==> src/rtl/mux_share_arbiter.sv <==
// mux_share_arbiter: round-robin grant/release arbiter driving a shared 2:1 mux with a registered output.
// Optional MUX_ARB_TIMEOUT_EN preempts a grant after MAX_HOLD cycles when the other side is waiting.
module mux_share_arbiter #(
    parameter int WIDTH    = 4,
    parameter int MAX_HOLD = 8
) (
    input  logic             clk,
    input  logic             rst_n,
    input  logic             req_a,
    input  logic             req_b,
    input  logic [WIDTH-1:0] a,
    input  logic [WIDTH-1:0] b,
    output logic             gnt_a,
    output logic             gnt_b,
    output logic             sel,
    output logic [WIDTH-1:0] f,
    output logic             f_valid
);
    typedef enum logic [1:0] {IDLE, GRANT_A, GRANT_B} state_t;
    state_t state, nxt;
    logic last_grant;
    logic pre_a, pre_b;
    if (MAX_HOLD < 2) begin : g_bad_max_hold
        $error("MAX_HOLD must be 2 or more");
    end
`ifdef MUX_ARB_TIMEOUT_EN
    localparam int HW = $clog2(MAX_HOLD + 1);
    logic [HW-1:0] hold_cnt;
    logic expire;
    assign expire = hold_cnt == HW'(MAX_HOLD - 1);
    assign pre_a  = (state == GRANT_A) & expire & req_b;
    assign pre_b  = (state == GRANT_B) & expire & req_a;
    always_ff @(posedge clk or negedge rst_n) begin
        if (!rst_n)
            hold_cnt <= '0;
        else
            hold_cnt <= nxt != state ? '0 :
                        (state != IDLE && hold_cnt != HW'(MAX_HOLD)) ? hold_cnt + 1'b1 : hold_cnt;
    end
`else
    assign pre_a = 1'b0;
    assign pre_b = 1'b0;
`endif
    always_comb begin
        nxt = state;
        case (state)
            IDLE:    nxt = (req_a & req_b) ? (last_grant ? GRANT_A : GRANT_B) :
                           req_a ? GRANT_A : req_b ? GRANT_B : IDLE;
            GRANT_A: nxt = (req_a & ~pre_a) ? GRANT_A : req_b ? GRANT_B : IDLE;
            GRANT_B: nxt = (req_b & ~pre_b) ? GRANT_B : req_a ? GRANT_A : IDLE;
            default: nxt = IDLE;
        endcase
    end
    // f samples through the select that was live during the grant cycle, so it lags gnt by one
    always_ff @(posedge clk or negedge rst_n) begin
        if (!rst_n) begin
            state      <= IDLE;
            gnt_a      <= 1'b0;
            gnt_b      <= 1'b0;
            sel        <= 1'b0;
            f          <= '0;
            f_valid    <= 1'b0;
            last_grant <= 1'b1;
        end else begin
            state      <= nxt;
            gnt_a      <= nxt == GRANT_A;
            gnt_b      <= nxt == GRANT_B;
            sel        <= nxt == GRANT_B ? 1'b1 : nxt == GRANT_A ? 1'b0 : sel;
            last_grant <= nxt == IDLE ? last_grant : nxt == GRANT_B;
            f_valid    <= state != IDLE;
            f          <= state == IDLE ? f : sel ? b : a;
        end
    end
endmodule

==> config.mk <==
export PLATFORM = sky130hd
export DESIGN_NAME = mux_share_arbiter
export DESIGN_NICKNAME = d
export VERILOG_FILES = /design/src/rtl/mux_share_arbiter.sv
export SDC_FILE = /design/constraint.sdc
export NUM_CORES = 1
export LEC_CHECK = 0
export BUFFER_PORTS_ARGS = -buffer_cell sky130_fd_sc_hd__buf_4
export CAP_MARGIN = 20
export CORE_AREA = 2 2 39 41
export CTS_BUF_LIST = sky130_fd_sc_hd__clkbuf_16
export DETAILED_ROUTE_END_ITERATION = 16
export DIE_AREA = 0 0 41 43
export PLACE_DENSITY = 0.66
export SLEW_MARGIN = 20
export SYNTH_ARGS = -nofsm -noshare
export SYNTH_HDL_FRONTEND = slang
export SYNTH_SLANG_ARGS = --single-unit
==> constraint.sdc <==
create_clock -name clk -period 3.6 [get_ports clk]
set_input_delay 0.54 -clock clk [delete_from_list [all_inputs] [get_ports clk]]
set_output_delay 0.54 -clock clk [all_outputs]
set_load 0.03 [all_outputs]
==> impl_metrics.py <==
metrics = {
    "synthesis": {
        "yosys.cell_count.top_type": "dfrtp_1",
        "synth-xor-area-share_pct": 0,
        "synth_simple_gate_area_share_pct": 10.0,
        "synthFlopType": "dfrtp_1",
        "yosys-top-cells-area": "dfrtp_1 49%, mux2i_1 7.8%, ha_1 7.3%, a21oi_2 6.8%, dfstp_2 5.1%",
        "synthMuxAreaShare_pct": 12.2,
        "yosysSeqAreaShare_pct": 53.9,
        "netlist_instances": 41,
        "synth-edff-count": 0,
        "ys_types": 16,
        "ys_warn_count": 0,
        "synth_compound_area_share_pct": 12.7,
        "avgSynthCellArea_um2": 12.5,
        "synth_seq_cells": 11,
        "yosysTopAreaCellShare_pct": 48.8,
        "async_reset_ff_share_pct": 100,
        "yosys-top-cells-count": "10 x dfrtp_1, 4 x a21oi_2, 4 x mux2i_1, 4 x nor2_1",
        "synth_area_leader_cell": "dfrtp_1",
        "syn-num-nets": 56,
        "synth_fa_ha_area_share_pct": 7.32,
        "synth_top_family_by_area": "compound AO/OA/AOI/OAI gates",
        "synth.cell_area_um2": 513,
    },
    "timing": {
        "min_period_ps": 1610,
        "worstMarginPinSlew_ps": 473,
        "hold_viol_final": 0,
        "rsz0062_at_grt": "no",
        "setup_viol": 0,
        "slew_viol_final": 0,
        "skew_ps": 2.75,
        "fin_setup_tns_ps": 0,
        "relSlewSlack_pct": 68.4,
        "fin_crit_sh_pct": 44.6,
        "max_freq_mhz": 623,
    },
    "clock_network": {
        "cts_hold_buffers": 0,
        "root_buffer": "clkbuf_16",
        "cts_inserted_buffers": 3,
        "post_cts_resized": 0,
        "tritoncts": "done",
        "insertion_delay_ps": 240,
        "clk_pin_slew_ps": 40,
        "cts_num_sinks": 11,
        "cts_max_path_buffers": 2,
        "post_cts_buffers": 0,
        "htreeDepth": 1,
    },
    "setup_path": {
        "cp-end-kind": "flip-flop",
        "r2r-start": "last_grant$_DFFE_PN1P_",
        "critPathMaxFanout": 3,
        "reg2regPathDepth": 5,
        "worstPathRequired_ps": 3720,
        "start_kind": "flip-flop",
        "timing.critical_path.from": "last_grant$_DFFE_PN1P_",
        "worstPathArrival_ps": 1730,
        "crit_type": "flip-flop to flip-flop",
    },
    "routing": {
        "drt_wl_total_um": 871,
        "drt-pass1-iter-count": 2,
        "wire_per_inst_um": 11.2,
        "vias": 360,
        "drc": 0,
        "ant_nets": 0,
        "viasPerCell": 4.62,
        "drtIter0Drc": 3,
    },
    "status": {
        "status": "completed",
    },
    "cells_and_area": {
        "final_net_count": 78,
        "drive_above_1_share_pct": 53.2,
        "n_antenna_cell": 0,
        "final_cells": 78,
        "nFillCells": 123,
        "syn_to_final_growth_pct": 43.9,
    },
    "die": {
        "io_pins": 20,
        "dieHeight_um": 43,
        "fp.dieW_um": 41,
        "coreArea_mm2": 0.00138,
        "start_util_pct": 37.1,
        "row_count": 14,
        "dieArea_mm2": 0.00176,
    },
    "place": {
        "dp_hpwl_um": 661,
        "numPortBuffers": 19,
        "dp.cells": 74,
        "gp_routability_congestion": 0.721,
    },
    "pwr": {
        "combPwrFrac_pct": 35.8,
        "clkPwrFrac_pct": 31.4,
        "ir_drop_uv": 324,
        "p_leak_nw": 0.349,
        "pwr-share-seq_pct": 32.8,
        "total_power_mw": 0.630,
        "internal-power_mw": 0.412,
        "p_sw_mw": 0.218,
        "p_per_area_mw_per_mm2": 853,
        "swShare_pct": 34.6,
    },
    "grt": {
        "overflow": 0,
        "grt_pass1_vias": 325,
        "grt_usage_pct": 11.9,
        "grt_first_pass_wirelength_mm": 1.34,
        "antenna_found_initial": 0,
        "grt_max_degree": 12,
    },
    "flow_run": {
        "cap_violations": 0,
    },
    "worst_hold_path": {
        "hp-class": "input port to asynchronous set/reset pin",
    },
}
-- registers in the layout, summed over array words and instances (netlist names) --
name and count:
f_valid 1, sel 1, state 2, gnt_b 1, last_grant 1, f 4
gnt_a 1
-- cells in the final DEF, fill, tap and decap left out --
cell	instances
buf_4	19
dfrtp_1	10
nor2_1	4
mux2i_1	4
a21oi_2	4
nor2_2	3
ha_1	3
clkbuf_16	3
o21a_1	2
inv_1	2
o21ai_0	2
mux2_2	2
or2_1	1
a21oi_1	1
nor2_4	1
dfstp_2	1
-- cell type report --
cell class	instances	area [µm²]	share of cell area, %
tap	16	20.0	2.71
clock inverter	1	3.75	0.508
sequential	11	277	37.5
clock buffer	3	75.1	10.2
inverter	1	3.75	0.508
timing repair buffer	19	143	19.3
multi-input combinational	27	216	29.3
-- metrics by stage --
| step | instance area, µm² | utilization (%) | setup slack (ps) | hold slack (ps) |
|---|---|---|---|---|
| floorplan | 513 | - | 2100 | 244 |
| global placement | 659 | 47.6 | 1940 | 378 |
| detailed placement | 659 | 47.6 | 1900 | 381 |
| CTS | 738 | 53.3 | 1990 | 131 |
| global route | 738 | 53.3 | 1920 | 136 |
| finish | 738 | 53.3 | 1990 | 123 |
-- critical path, stage by stage, from the launching register on --
cell and delay, ps:
dfstp_2 540, nor2_1 40, nor2_1 110, o21ai_0 150, ha_1 320, mux2_2 320
-- final timing paths --
check / slack [ps] / endpoint
max: 1990 / sel$_DFFE_PN0P_
min: 120 / gnt_b$_DFF_PN0_
max reg2reg: 1990 / sel$_DFFE_PN0P_
min reg2reg: 530 / f[0]$_DFFE_PN0N_
max in group asynchronous: 3260 / last_grant$_DFFE_PN1P_
min in group clk: 530 / f[0]$_DFFE_PN0N_
-- logic make-up after synthesis --
family | Yosys count
fa+ha+maj | 3
mux | 6
flops | 11
simple gates | 9
compound gates | 9
buf+inv | 3
-- per-layer routing --
layer	vias up	track usage, %	wire, µm
li1	178	-	-
met1	165	15.5	365
met2	12	15.6	427
met3	5	3.14	39
met4	0	10.0	38
met5	-	0	0
-- power by group through the flow --
stage	logic (mW)	clock network [mW]	registers, mW
detailed placement	0.229	0	0.209
global route	0.245	0.204	0.213
floorplan	0.105	0	0.260
finish	0.225	0.198	0.207
global placement	0.226	0	0.208
CTS	0.229	0.200	0.207
Note: power is estimated with default switching activity, not from simulation.
